$ cat src/rtl/if_prefetch_unit.sv
// Instruction-fetch stage: sequential fetch into a DEPTH-entry prefetch queue feeding decode.
// Define IF_PERF_CNT_EN to add saturating stall/flush performance counters.
module if_prefetch_unit #(
  parameter int unsigned          PC_WIDTH   = 16,
  parameter int unsigned          INST_WIDTH = 16,
  parameter int unsigned          DEPTH      = 4,
  parameter logic [PC_WIDTH-1:0]  RESET_PC   = '0,
  parameter logic [PC_WIDTH-1:0]  PC_STEP    = PC_WIDTH'(1)
) (
  input  logic                  clk,
  input  logic                  rst,
  input  logic                  id_ready,
  input  logic                  jump_reg,
  input  logic                  jump,
  input  logic                  branch_taken,
  input  logic [PC_WIDTH-1:0]   jr_target,
  input  logic [PC_WIDTH-1:0]   jump_target,
  input  logic [PC_WIDTH-1:0]   branch_target,
  output logic                  imem_req,
  output logic [PC_WIDTH-1:0]   imem_addr,
  input  logic [INST_WIDTH-1:0] imem_rdata,
  output logic                  if_valid,
  output logic [INST_WIDTH-1:0] if_inst,
  output logic [PC_WIDTH-1:0]   if_pc,
  output logic [PC_WIDTH-1:0]   if_next_pc
`ifdef IF_PERF_CNT_EN
  ,
  output logic [31:0]           perf_stall_cnt,
  output logic [31:0]           perf_flush_cnt
`endif
);

  localparam int unsigned AW = $clog2(DEPTH);
  localparam int unsigned CW = AW + 1;
  localparam int unsigned SW = CW + 1;

  logic [PC_WIDTH-1:0]   pc_mem_q   [DEPTH];
  logic [INST_WIDTH-1:0] inst_mem_q [DEPTH];
  logic [AW-1:0]         wr_ptr_q, rd_ptr_q;
  logic [CW-1:0]         occ_q;
  logic [PC_WIDTH-1:0]   fetch_pc_q, inflight_pc_q, last_pc_q, redirect_target;
  logic [INST_WIDTH-1:0] last_inst_q;
  logic                  inflight_q;
  logic                  redirect, push, pop, credit;

  assign redirect = jump_reg | jump | branch_taken;

  always_comb begin
    redirect_target = branch_target;
    if (jump_reg) begin
      redirect_target = jr_target;
    end else if (jump) begin
      redirect_target = jump_target;
    end
  end

  assign if_valid = (occ_q != '0);
  assign push     = inflight_q & ~redirect;
  assign pop      = if_valid & id_ready & ~redirect;

  // Pop lookahead lets fetch keep one request per cycle even with the queue nearly full.
  assign credit   = (SW'(occ_q) + SW'(inflight_q)) < (SW'(DEPTH) + SW'(if_valid & id_ready));
  assign imem_req  = credit & ~redirect & ~rst;
  assign imem_addr = fetch_pc_q;

  // Hold the last presented entry while the queue is empty.
  assign if_pc      = if_valid ? pc_mem_q[rd_ptr_q]   : last_pc_q;
  assign if_inst    = if_valid ? inst_mem_q[rd_ptr_q] : last_inst_q;
  assign if_next_pc = if_pc + PC_STEP;

  always_ff @(posedge clk or posedge rst) begin
    if (rst) begin
      fetch_pc_q    <= RESET_PC;
      inflight_q    <= 1'b0;
      inflight_pc_q <= '0;
      occ_q         <= '0;
      wr_ptr_q      <= '0;
      rd_ptr_q      <= '0;
      last_pc_q     <= '0;
      last_inst_q   <= '0;
    end else begin
      last_pc_q   <= if_pc;
      last_inst_q <= if_inst;
      if (redirect) begin
        fetch_pc_q <= redirect_target;
        inflight_q <= 1'b0;
        occ_q      <= '0;
        wr_ptr_q   <= '0;
        rd_ptr_q   <= '0;
      end else begin
        inflight_q <= imem_req;
        if (imem_req) begin
          inflight_pc_q <= fetch_pc_q;
          fetch_pc_q    <= fetch_pc_q + PC_STEP;
        end
        if (push) wr_ptr_q <= wr_ptr_q + AW'(1);
        if (pop)  rd_ptr_q <= rd_ptr_q + AW'(1);
        occ_q <= occ_q + CW'(push) - CW'(pop);
      end
    end
  end

  always_ff @(posedge clk) begin
    if (push) begin
      pc_mem_q[wr_ptr_q]   <= inflight_pc_q;
      inst_mem_q[wr_ptr_q] <= imem_rdata;
    end
  end

  // Credit accounting must make a push into a full queue impossible.
  assert property (@(posedge clk) disable iff (rst) !(push && !pop && occ_q == CW'(DEPTH)));

`ifdef IF_PERF_CNT_EN
  always_ff @(posedge clk or posedge rst) begin
    if (rst) begin
      perf_stall_cnt <= '0;
      perf_flush_cnt <= '0;
    end else begin
      if (if_valid && !id_ready && perf_stall_cnt != '1) perf_stall_cnt <= perf_stall_cnt + 32'd1;
      if (redirect && perf_flush_cnt != '1)               perf_flush_cnt <= perf_flush_cnt + 32'd1;
    end
  end
`endif

endmodule

$ cat config.mk
export PLATFORM = sky130hd
export DESIGN_NAME = if_prefetch_unit
export DESIGN_NICKNAME = d
export VERILOG_FILES = /design/src/rtl/if_prefetch_unit.sv
export SDC_FILE = /design/constraint.sdc
export NUM_CORES = 1
export LEC_CHECK = 0
export CORE_ASPECT_RATIO = 2
export CORE_MARGIN = 2
export CORE_UTILIZATION = 47
export DETAILED_ROUTE_END_ITERATION = 16
export PLACE_DENSITY = 0.75
export SYNTH_ARGS = -nofsm -noshare
export SYNTH_HDL_FRONTEND = slang
export SYNTH_SLANG_ARGS = --single-unit
$ cat constraint.sdc
create_clock -name clk -period 3.8 [get_ports clk]
set_input_delay 0.57 -clock clk [delete_from_list [all_inputs] [get_ports clk]]
set_output_delay 0.57 -clock clk [all_outputs]
set_load 0.01 [all_outputs]
* After elaboration in Yosys (flattened, before gate mapping)
Memory sizes are Yosys's and may differ from the RTL's.
Index checks and enable logic that the tools add are counted.
W data, S select, Z words.
** Word-level totals
- Latch bits :: 0
- Bits in read-only memories :: 0
- Word-level logic and storage cells :: 48
- Memory bits (writable) :: 128
- Memories :: 2
- Output and inout port bits :: 66
- Flip-flop bits (word level) :: 72
** Memories
- inst_mem_q :: words 4, bits a word 16, read ports 1, clocked after Yosys merged registers in 0, wr ports 1, line 38 : logic [INST_WIDTH-1:0] inst_mem_q [DEPTH];
- pc_mem_q :: words 4, bits a word 16, read ports 1, clocked after Yosys merged registers in 0, wr ports 1, line 37 : logic [PC_WIDTH-1:0] pc_mem_q [DEPTH];
** Cells by class
- Multiplexer cells :: 14
- $mul :: 0
- Divide/modulo/power cells :: 0
- Eq/ne operators :: 0
- Magnitude comparators :: 1
- Shift operators :: 0
- Bitwise logic cells :: 10
- Reductions and logical operators :: 5
- Add/sub/neg operators :: 8
** Operator list (number)
- $mux W16 :: 6
- $add A16 B1 Y16 const B :: 2
- $mux W2 :: 4
- $and A1 B1 Y1 :: 6
- $reduce_bool A2 Y1 :: 3
- $add A2 B1 Y2 const B :: 2
- $add A3 B1 Y4 :: 1
- $add A3 B1 Y4 const A :: 1
- $lt A4 B4 Y1 :: 1
- $add A3 B1 Y3 :: 1
- $mux W1 :: 3
- $mux W3 :: 1
- $reduce_bool A3 Y1 :: 1
- $sub A3 B1 Y3 :: 1
- $not A1 Y1 :: 2
- $or A1 B1 Y1 :: 2
- $reduce_and A2 Y1 :: 1

* Depth between registers and ports, before layout
Gate-level depths: netlist of the first run.
- Depth after elaboration :: 8
- Mapped depth :: 14
- Mapped depth without buffers :: 11

* Worst setup path after synthesis of the first run
Ideal clock, no wire load.
- Kind :: register -> output
- From :: reg occ_q[2]
- To :: out if_next_pc[14]
- Data arrival time :: 2585 ps
- Stages on the path, launching flop included :: 13
- Path slack :: 645 ps
- Path buffers :: 1
- Cell sequence :: dfrtp_1 > nor3_2 > inv_2 > buf_2 > mux2i_1 > inv_1 > ha_1 > and4_1 > nand2_1 > a22oi_1 > nand4_1 > nor2_1 > xor2_1
** Between the ends
- Word-level cells in the longest chain between the ends :: 3
** Ends and longest elaborated chain
- start, declared :: line 40 : logic [CW-1:0] occ_q;
- start signal, assigned :: line 98 : occ_q <= occ_q + CW'(push) - CW'(pop);
- $reduce_bool A3 Y1 :: line 57 : assign if_valid = (occ_q != '0);
- $mux W16 :: line 67 : assign if_pc = if_valid ? pc_mem_q[rd_ptr_q] : last_pc_q;
- named net if_pc[0] :: line 24 : output logic [PC_WIDTH-1:0] if_pc,
- $add A16 B1 Y16 :: line 69 : assign if_next_pc = if_pc + PC_STEP;
- end, declared :: line 25 : output logic [PC_WIDTH-1:0] if_next_pc
The timed path passes the listed nets, and every way through them passes these cells.

* Worst setup path in the final report of the first run
- From :: reg rd_ptr_q[0]
- To :: out if_next_pc[10]
** Between the ends
- Word-level cells in the longest chain between the ends :: 3
** Ends and longest elaborated chain
- start, declared :: line 39 : logic [AW-1:0] wr_ptr_q, rd_ptr_q;
- start signal, assigned :: line 97 : if (pop) rd_ptr_q <= rd_ptr_q + AW'(1);
- $mem_v2 Z4 W16
- $mux W16 :: line 67
- $add A16 B1 Y16 :: line 69
Every way passes these cells.

==> impl_metrics.py, run 1 <==
metrics = {
    "min_path": {
        "hold_path.class": "flop to flop",
        "min_to": "last_inst_q[8]$_DFF_PP0_",
        "whs_path_depth": 2,
        "min_from": "last_inst_q[8]$_DFF_PP0_",
    },
    "pwr": {
        "seqPwrFrac_pct": 55.6,
        "power.switching_w": 0.00107,
        "power_density_mw_per_mm2": 428,
        "vdd_ir_drop_max_mv": 0.309,
        "p_sw_share_pct": 23.4,
        "clockPowerShare_pct": 37.2,
        "internal_power_w": 0.00349,
        "power_frac_comb_pct": 7.2,
        "power.leakage_nw": 4.09,
    },
    "synthesis": {
        "synth_area_leader_cell": "edfxtp_1",
        "ys_async_sr_fraction_pct": 36.0,
        "synth.most_common_cell": "edfxtp_1",
        "avgSynthCellArea_um2": 14.6,
        "synth_area_mm2": 0.00841,
        "yosysSeqAreaShare_pct": 67.2,
        "synthesis.nets": 657,
        "synth_warnings": 0,
        "synth_ff_type": "edfxtp_1",
        "ys_top_cells_by_area": "edfxtp_1 46%, dfrtp_1 21%, mux4_2 8.6%, nand2_1 4.8%, mux2_1 2.1%",
        "ys_types": 48,
        "syn_inst": 575,
        "synth_top_area_share_pct": 45.7,
        "synth_edf_count": 128,
        "synth_commonest_cells": "128 x edfxtp_1, 107 x nand2_1, 72 x dfrtp_1",
        "synth_seq_cells": 200,
    },
    "global_routing": {
        "first_global_vias": 5509,
        "grt_pass1_wl_um": 28800,
        "grt.overflow.total": 0,
        "grt_usage_pct": 19.4,
        "grt_antenna_before_repair": 0,
        "grt_max_degree": 52,
    },
    "sta": {
        "relSlewSlack_pct": 37.4,
        "worstMarginPinSlew_ns": 0.937,
        "finalHoldViolCount": 0,
        "post-route-min-period_ns": 3.73,
        "setup_viol": 0,
        "setup_tns_ns": 0,
        "finClkSkew_ns": 0.0126,
        "fin_crit_sh_pct": 98.2,
        "slew_violations": 0,
        "rsz0062_at_grt": "yes",
        "fmax_mhz": 268,
        "whs_ns": 0.464,
    },
    "critical_path": {
        "cp_num_cells": 10,
        "cp_cell_sequence": "mux4_2, mux2i_1, inv_1, ha_2, o31a_1, nand4_1, a22oi_2, and3_1, xor2_1, clkdlybuf4s50_1",
        "critical-path-max-stage-delay_ns": 0.56,
        "endpoint_kind": "output pin",
        "cp-start-kind": "flop",
        "r2r-end": "imem_addr[8]$_DFFE_PP0P_",
        "path_max_fanout": 4,
        "r2r_slack_ns": 1.16,
        "crit_path_top_delay_cell": "clkdlybuf4s50_1",
        "critPathBufInv": 2,
        "critPathTopFamily": "multiplexers",
        "crit_type": "flop to output pin",
        "reg2reg_depth": 9,
        "timing.rr.start": "inflight_q$_DFF_PP0_",
        "required_ns": 3.23,
        "cp.arrival_ns": 3.16,
    },
    "clocking": {
        "clk_path_buf_depth": 2,
        "clock-sinks": 200,
        "cts_tree": "yes",
        "insertion_delay_ns": 0.43,
        "cts_max_level": 4,
        "clk_pin_slew_ns": 0.07,
        "cts_root_buffer": "clkbuf_16",
        "cts_buffers": 17,
    },
    "routing": {
        "first_iter_violations": 271,
        "wire_per_inst_um": 18.6,
        "route.antenna.remaining_nets": 0,
        "drc": 0,
        "drt-total-wl_um": 17700,
        "viasPerCell": 5.47,
        "drt_first_pass_iters": 4,
        "num_vias": 5195,
    },
    "run_status": {
        "status": "complete, no violations",
    },
    "placement": {
        "dp_cells": 914,
        "dp.final_hpwl_um": 12500,
        "io_buffer_count": 135,
        "placed_cell_area_mm2": 0.0100,
        "gp_congestion": 0.882,
    },
    "die": {
        "ios": 136,
        "initial_core_util_pct": 47.7,
        "die_w_um": 98.6,
        "core_area_mm2": 0.0176,
        "die_h_um": 193,
        "fp-row-count": 69,
        "die-area_mm2": 0.0190,
    },
    "cells_and_area": {
        "syn2layout_area_growth_pct": 26.9,
        "nets": 805,
        "fin_area_mm2": 0.0107,
        "utilization_pct": 60.6,
        "antenna_cells": 0,
        "layout-drive-gt1-share_pct": 14.0,
        "final_cell_count_no_fill": 949,
    },
    "flow_run": {
        "cap_violations": 0,
    },
}
timing repair:
action,CTS,global route
gates resized for setup,2,9
pin swaps,0,3
hold buffers,0,0
endpoints found under the setup margin,5,7
buffers inserted,1,2
how the worst max path moves through the flow:
stage,start,to,slack (ns)
global placement,rd_ptr_q[0]$_DFFE_PP0P_,if_next_pc[15],0.44
floorplan,occ_q[2]$_DFF_PP0_,if_next_pc[14],0.65
finish,rd_ptr_q[0]$_DFFE_PP0P_,if_next_pc[10],0.07
CTS,occ_q[2]$_DFF_PP0_,if_next_pc[14],-0.04
detailed placement,occ_q[2]$_DFF_PP0_,if_next_pc[14],0.31
global route,occ_q[1]$_DFF_PP0_,if_next_pc[10],-0.07
worst min-delay path: stages (launching register included):
cell     delay [ns]
dfrtp_1        0.32
nand2_1        0.04
nand2_1        0.06
per-layer routing:
metal  up-vias  routed length, µm  global-route usage, %
met5         -                  0                      0
met4         0                261                   5.58
met3        22                979                   3.93
met2       179               9420                   35.0
met1      2574               7020                   23.7
li1       2420                  -                      -
cells in the final DEF, fill, tap and decap left out, types with 14 or more instances in the layout:
master           count
clkdlybuf4s50_1    133
mux2_1              16
clkbuf_16           17
xor2_1              15
dfrtp_1             69
xnor2_1             14
nand2_1            107
a21oi_1             18
buf_4               18
nor2_1              25
mux4_2              32
edfxtp_1           128
cell families after synthesis:
| group | Yosys count | synth area share, % |
|---|---|---|
| adder cells (fa/ha/maj) | 12 | 1.88 |
| AND/OR/NAND/NOR | 181 | 9.91 |
| buffers and inverters | 42 | 2.16 |
| multiplexers | 58 | 11.9 |
| AO/OA/AOI/OAI | 53 | 3.97 |
| XOR/XNOR | 29 | 3.02 |
| flip-flops | 200 | 67.2 |
registers in the layout, indices dropped and copies added, names as in the netlist, 3 cells and up:
name,flops
last_inst_q,16
occ_q,3
pc_mem_q,64
inst_mem_q,64
last_pc_q,16
imem_addr,16
inflight_pc_q,16
through the flow:
| step | power, W | worst slack (ns) |
|---|---|---|
| 2_1_floorplan | 0.00269 | 0.645 |
| 3_3_place_gp | 0.00290 | 0.443 |
| 3_5_place_dp | 0.00292 | 0.308 |
| 4_1_cts | 0.00460 | -0.0398 |
| 5_1_grt | 0.00472 | -0.0713 |
| 6_report | 0.00456 | 0.0666 |
layout make-up:
class	count	area [µm²]
inverters	16	61.3
flip-flops and latches	200	5650
clock buffers	18	429
multi-input cells	333	2610
well taps	213	267
repair buffers	155	1520
fillers	1394	6950
clock inverters	14	133
power by group through the flow:
stage                     clock network (W)  registers, W  logic, W
after global routing                0.00180       0.00255  0.000363
after CTS                           0.00173       0.00254  0.000334
after floorplan                           0       0.00255  0.000138
final                               0.00170       0.00254  0.000329
after detailed placement                  0       0.00258  0.000332
after global placement                    0       0.00258  0.000324
Note: power is estimated with default switching activity, not from simulation.
==> run 2: changes to the inputs <==
--- a/config.mk
+++ b/config.mk
@@ -8,8 +8,10 @@
 export CORE_ASPECT_RATIO = 2
 export CORE_MARGIN = 2
 export CORE_UTILIZATION = 47
+export CTS_CLUSTER_DIAMETER = 200
 export DETAILED_ROUTE_END_ITERATION = 16
 export PLACE_DENSITY = 0.75
+export RECOVER_POWER = 50
 export SYNTH_ARGS = -nofsm -noshare
 export SYNTH_HDL_FRONTEND = slang
 export SYNTH_SLANG_ARGS = --single-unit
==> run 2 against run 1 <==
  * The run now ends with capacitance limit, slew limit left
  * Core utilization about the same
  * Die area is the same
  * Critical path depth unchanged
  * Cell count is the same
  * Sequential cell count unchanged
  * Largest power group unchanged
  * Highest routed layer unchanged
==> impl_metrics.py, run 2 (synthesized netlist as in run 1, its figures left out) <==
metrics = {
    "run_status": {
        "status": "complete, but fails checks",
        "violations": "capacitance limit, slew limit",
    },
    "die": {
        "die_w_um": 98.6,
        "initial_core_util_pct": 47.7,
        "core_area_mm2": 0.0176,
        "die-area_mm2": 0.0190,
        "die_h_um": 193,
        "ios": 136,
        "fp-row-count": 69,
    },
    "clocking": {
        "clk_path_buf_depth": 2,
        "cts_tree": "yes",
        "cts_root_buffer": "clkbuf_16",
        "insertion_delay_ns": 0.43,
        "cts_buffers": 17,
        "cts_max_level": 4,
        "cts_hold_buf": 0,
        "clock-sinks": 200,
        "clk_pin_slew_ns": 0.07,
    },
    "critical_path": {
        "critPathTopFamily": "buffers and inverters",
        "cp-start-kind": "flop",
        "critical-path-max-stage-delay_ns": 0.56,
        "path_max_fanout": 4,
        "required_ns": 3.23,
        "crit_path_top_delay_cell": "clkdlybuf4s50_1",
        "endpoint_kind": "output pin",
        "cp.arrival_ns": 3.16,
        "crit_type": "flop to output pin",
        "r2r_slack_ns": 1.14,
        "cp_cell_sequence": "mux4_2, mux2i_1, inv_1, ha_2, o31a_1, nand4_1, a22oi_2, and3_1, xor2_1, clkdlybuf4s50_1",
        "critPathBufInv": 2,
    },
    "pwr": {
        "clockPowerShare_pct": 37.2,
        "power.leakage_nw": 4.09,
        "power.switching_w": 0.00107,
        "seqPwrFrac_pct": 55.7,
        "power_density_mw_per_mm2": 428,
        "total_power_w": 0.00456,
        "vdd_ir_drop_max_mv": 0.309,
        "p_sw_share_pct": 23.5,
        "internal_power_w": 0.00349,
        "power_frac_comb_pct": 7.1,
    },
    "placement": {
        "io_buffer_count": 135,
        "dp.final_hpwl_um": 12500,
        "gp_congestion": 0.882,
        "dp_slack_ns": 0.308,
    },
    "min_path": {
        "hold_path.class": "flop to flop",
    },
    "global_routing": {
        "grt_use_met3_pct": 3.93,
        "grt_antenna_before_repair": 0,
        "grt_use_met2_pct": 35.0,
        "grt_max_degree": 52,
        "grt_pass1_wl_um": 28800,
        "grt.overflow.total": 0,
        "top_usage_layer": "met2",
        "grt_usage_pct": 19.4,
        "first_global_vias": 5509,
        "grtUsageMet1_pct": 23.7,
    },
    "routing": {
        "route.antenna.remaining_nets": 0,
        "drt_first_pass_iters": 4,
        "wire_per_inst_um": 18.6,
        "num_vias": 5205,
        "viasPerCell": 5.48,
        "drt-total-wl_um": 17700,
        "drc": 0,
        "first_iter_violations": 260,
    },
    "cells_and_area": {
        "layout-drive-gt1-share_pct": 13.9,
        "most-common-layout-cells": "128 x edfxtp_1, 115 x clkdlybuf4s50_1, 107 x nand2_1, 69 x dfrtp_1, 32 x mux4_2",
        "final_common_cell": "edfxtp_1",
        "antenna_cells": 0,
        "nets": 805,
        "syn2layout_area_growth_pct": 26.8,
        "reg_top3": "inst_mem_q (64), pc_mem_q (64)",
        "utilization_pct": 60.5,
    },
    "sta": {
        "fin_crit_sh_pct": 98.3,
        "setup_viol": 0,
        "setup_tns_ns": 0,
        "worstMarginPinSlew_ns": 2.42,
        "slew_violations": 52,
        "fin_ws_ns": 0.0662,
        "fmax_mhz": 268,
        "relSlewSlack_pct": -62.5,
        "rsz0062_at_grt": "yes",
        "post-route-min-period_ns": 3.73,
        "finClkSkew_ns": 0.0124,
        "finalHoldViolCount": 0,
    },
    "flow_run": {
        "cap_violations": 1,
    },
}
==> run 2: cell types whose count changed in the layout (fill, tap and decap cells not counted) <==
cell / delta
buf_4: -2
dlygate4sd3_1: +18
clkinvlp_2: +1
clkinv_2: -1
clkbuf_2: +1
clkdlybuf4s50_1: -18
clkbuf_1: +1
==> run 2: power groups by stage <==
| stage | combinational, W | sequential [W] | clock (W) |
|---|---|---|---|
| 3_3_place_gp | 0.000324 | 0.00258 | 0 |
| 3_5_place_dp | 0.000332 | 0.00258 | 0 |
| 4_1_cts | 0.000334 | 0.00254 | 0.00173 |
| 2_1_floorplan | 0.000138 | 0.00255 | 0 |
| 5_1_grt | 0.000359 | 0.00255 | 0.00180 |
| 6_report | 0.000325 | 0.00254 | 0.00170 |
==> run 2: timing repair <==
action / CTS / global route
buffers inserted: 1 / 2
resized for setup: 2 / 9
pin swaps: 0 / 3
endpoints found under the setup margin: 5 / 7
==> run 2: cell type report <==
| type | instances | area [µm²] |
|---|---|---|
| Clock inverter | 14 | 133 |
| Fill cell | 1393 | 6950 |
| Sequential cell | 200 | 5650 |
| Clock buffer | 18 | 429 |
| Multi-Input combinational cell | 333 | 2610 |
| Timing Repair Buffer | 155 | 1510 |
| Inverter | 16 | 61.3 |
| Tap cell | 213 | 267 |
==> run 2: path summary, 6_finish.rpt <==
check                      depth (start not counted)                      from                  endpoint
min                                                2  last_inst_q[8]$_DFF_PP0_  last_inst_q[8]$_DFF_PP0_
max                                               10   rd_ptr_q[0]$_DFFE_PP0P_            if_next_pc[10]
max reg2reg                                        9      inflight_q$_DFF_PP0_  imem_addr[8]$_DFFE_PP0P_
min in group asynchronous                          2                       rst      inflight_q$_DFF_PP0_
min reg2reg                                        2  last_inst_q[8]$_DFF_PP0_  last_inst_q[8]$_DFF_PP0_
max in group asynchronous                          3                       rst  last_inst_q[0]$_DFF_PP0_
==> run 2: worst min-delay path, cell delays in order (launching register included) <==
cell and delay [ns]:
dfrtp_1 0.32, nand2_1 0.04, nand2_1 0.06
==> run 2: metrics by stage <==
step                hold slack, ns  instance area, µm²  instances
floorplan                    0.472                8410        575
global placement             0.445               10000        914
detailed placement           0.451               10000        914
CTS                          0.467               10600        947
global route                 0.495               10700        949
finish                       0.464               10700        949
==> run 2: metal layers <==
| layer | up-vias | wire length (µm) |
|---|---|---|
| li1 | 2421 | - |
| met1 | 2579 | 7000 |
| met2 | 183 | 9380 |
| met3 | 22 | 1010 |
| met4 | 0 | 261 |
| met5 | - | 0 |
==> run 3: changes to the inputs <==
==> constraint.sdc (replaced) <==
create_clock -name clk -period 3.5 [get_ports clk]
set_input_delay 0.525 -clock clk [delete_from_list [all_inputs] [get_ports clk]]
set_output_delay 0.525 -clock clk [all_outputs]
set_load 0.005 [all_outputs]
==> run 3 against run 2 <==
  * The flow still finishes with violations (capacitance limit, slew limit)
  * Combinational power grew 5%
  * Sequential cell count is the same
  * Clock-buffer cell count is the same
  * First-iteration DRC count fell by 23%
  * Critical endpoint unchanged
  * Largest cell class unchanged
==> impl_metrics.py, run 3 (synthesized netlist as in run 1, its figures left out) <==
metrics = {
    "cells_and_area": {
        "final_cell_count_no_fill": 965,
        "utilization_pct": 61.8,
        "reg_top3": "inst_mem_q (64), pc_mem_q (64)",
        "syn2layout_area_growth_pct": 29.6,
        "final_common_cell": "edfxtp_1",
        "nets": 821,
        "fillers": 1336,
        "most-common-layout-cells": "128 x edfxtp_1, 110 x clkdlybuf4s50_1, 106 x nand2_1, 70 x dfrtp_1, 32 x mux4_2",
        "layout-drive-gt1-share_pct": 15.4,
        "antenna_cells": 0,
    },
    "global_routing": {
        "grt_max_degree": 34,
        "grt_usage_pct": 19.3,
        "grtUsageMet1_pct": 22.1,
        "grt_use_met3_pct": 3.68,
        "grt.overflow.total": 0,
        "grt_use_met2_pct": 35.6,
        "top_usage_layer": "met2",
        "grt_pass1_wl_um": 28400,
        "grt_antenna_before_repair": 0,
        "first_global_vias": 5632,
    },
    "clocking": {
        "insertion_delay_ns": 0.43,
        "cts_root_buffer": "clkbuf_16",
        "cts_tree": "yes",
        "cts_max_level": 4,
        "cts_hold_buf": 0,
        "clk_pin_slew_ns": 0.08,
        "clk_path_buf_depth": 2,
        "cts_buffers": 17,
        "clock-sinks": 200,
    },
    "pwr": {
        "power.leakage_nw": 4.24,
        "total_power_w": 0.00501,
        "power_density_mw_per_mm2": 460,
        "vdd_ir_drop_max_mv": 0.321,
    },
    "sta": {
        "finClkSkew_ns": 0.0129,
        "fmax_mhz": 290,
        "fin_crit_sh_pct": 98.6,
        "setup_tns_ns": 0,
        "post-route-min-period_ns": 3.45,
        "relSlewSlack_pct": -18.6,
        "worstMarginPinSlew_ns": 1.78,
        "slew_violations": 33,
        "setup_viol": 0,
        "finalHoldViolCount": 0,
        "fin_ws_ns": 0.0500,
    },
    "routing": {
        "route.antenna.remaining_nets": 0,
        "first_iter_violations": 199,
        "drt_first_pass_iters": 4,
        "viasPerCell": 5.53,
        "num_vias": 5341,
        "drc": 0,
        "drt-total-wl_um": 18000,
        "wire_per_inst_um": 18.7,
    },
    "die": {
        "die-area_mm2": 0.0190,
        "ios": 136,
        "initial_core_util_pct": 47.7,
        "core_area_mm2": 0.0176,
        "die_h_um": 193,
        "fp-row-count": 69,
        "die_w_um": 98.6,
    },
    "placement": {
        "io_buffer_count": 135,
        "gp_congestion": 0.829,
        "dp_slack_ns": 0.112,
        "dp.final_hpwl_um": 12700,
        "dp_cells": 921,
    },
    "critical_path": {
        "crit_type": "flop to output pin",
        "crit_path_top_delay_cell": "mux4_2",
        "cp.arrival_ns": 2.92,
        "timing.rr.start": "occ_q[2]$_DFF_PP0_",
        "critical-path-max-stage-delay_ns": 0.55,
        "endpoint_kind": "output pin",
        "cp_cell_sequence": "mux4_2, mux2i_1, inv_1, ha_4, o31a_1, nand4_1, a22oi_2, buf_4, and3_1, xor2_1, clkdlybuf4s15_1",
        "cp-start-kind": "flop",
        "startpoint": "rd_ptr_q[0]$_DFFE_PP0P_",
        "path_max_fanout": 4,
        "required_ns": 2.97,
        "r2r_slack_ns": 0.83,
    },
    "min_path": {
        "hold_path.class": "flop to flop",
        "min_from": "last_inst_q[3]$_DFF_PP0_",
    },
    "run_status": {
        "violations": "capacitance limit, slew limit",
        "status": "complete, but fails checks",
    },
    "flow_run": {
        "cap_violations": 1,
    },
}
==> run 3: where the power goes <==
| group | total [W] | internal (W) | switching, W | leakage (nW) |
|---|---|---|---|---|
| clock network | 0.00191 | 0.00102 | 0.000893 | 0.286 |
| registers | 0.00276 | 0.00265 | 0.000110 | 2.09 |
| logic | 0.000340 | 0.000197 | 0.000143 | 1.86 |
==> run 3: final timing paths <==
path | to | cells after the start
hold / removal | last_inst_q[3]$_DFF_PP0_ | 2
setup / recovery | if_next_pc[10] | 11
max in group asynchronous | occ_q[2]$_DFF_PP0_ | 3
setup reg to reg | imem_addr[8]$_DFFE_PP0P_ | 10
hold reg to reg | last_inst_q[3]$_DFF_PP0_ | 2
min in group asynchronous | inflight_pc_q[15]$_DFFE_PP0P_ | 2
==> run 3: per-layer routing <==
layer	share of wire (%)	up-vias	wire, µm
li1	-	2450	-
met1	37	2658	6720
met2	55	206	9890
met3	5.6	27	1000
met4	2.2	0	391
met5	0	-	0
==> run 3: timing repair <==
item | CTS | global route
buffers inserted | 11 | 1
endpoints found under the setup margin | 8 | 8
resized for setup | 19 | 13
pin swaps | 5 | 7
cloned | 0 | 0
==> run 3: critical path, delay by kind of cell, from the launching register on <==
| kind | cells | cell delay, ns |
|---|---|---|
| xor gates and xnor gates | 1 | 0.13 |
| adders and majority gates | 1 | 0.19 |
| muxes | 2 | 0.80 |
| and+or+nand+nor | 2 | 0.28 |
| buffers and inverters | 3 | 0.49 |
| DFF | 1 | 0.40 |
| AOI/OAI and AO/OA | 2 | 0.21 |
==> run 3: cell type report <==
cell class | instances | area (µm²) | area share (%)
Sequential cell | 200 | 5650 | 51.9
Multi-Input combinational cell | 333 | 2650 | 24.4
Timing Repair Buffer | 171 | 1680 | 15.4
Clock buffer | 18 | 429 | 3.94
Tap cell | 213 | 267 | 2.45
Clock inverter | 14 | 158 | 1.45
Inverter | 16 | 61.3 | 0.563
==> run 3: stage by stage <==
stage	instance area (µm²)	hold slack, ns
2_1_floorplan	8410	0.455
3_3_place_gp	10200	0.445
3_5_place_dp	10200	0.453
4_1_cts	10900	0.396
5_1_grt	10900	0.493
6_report	10900	0.467
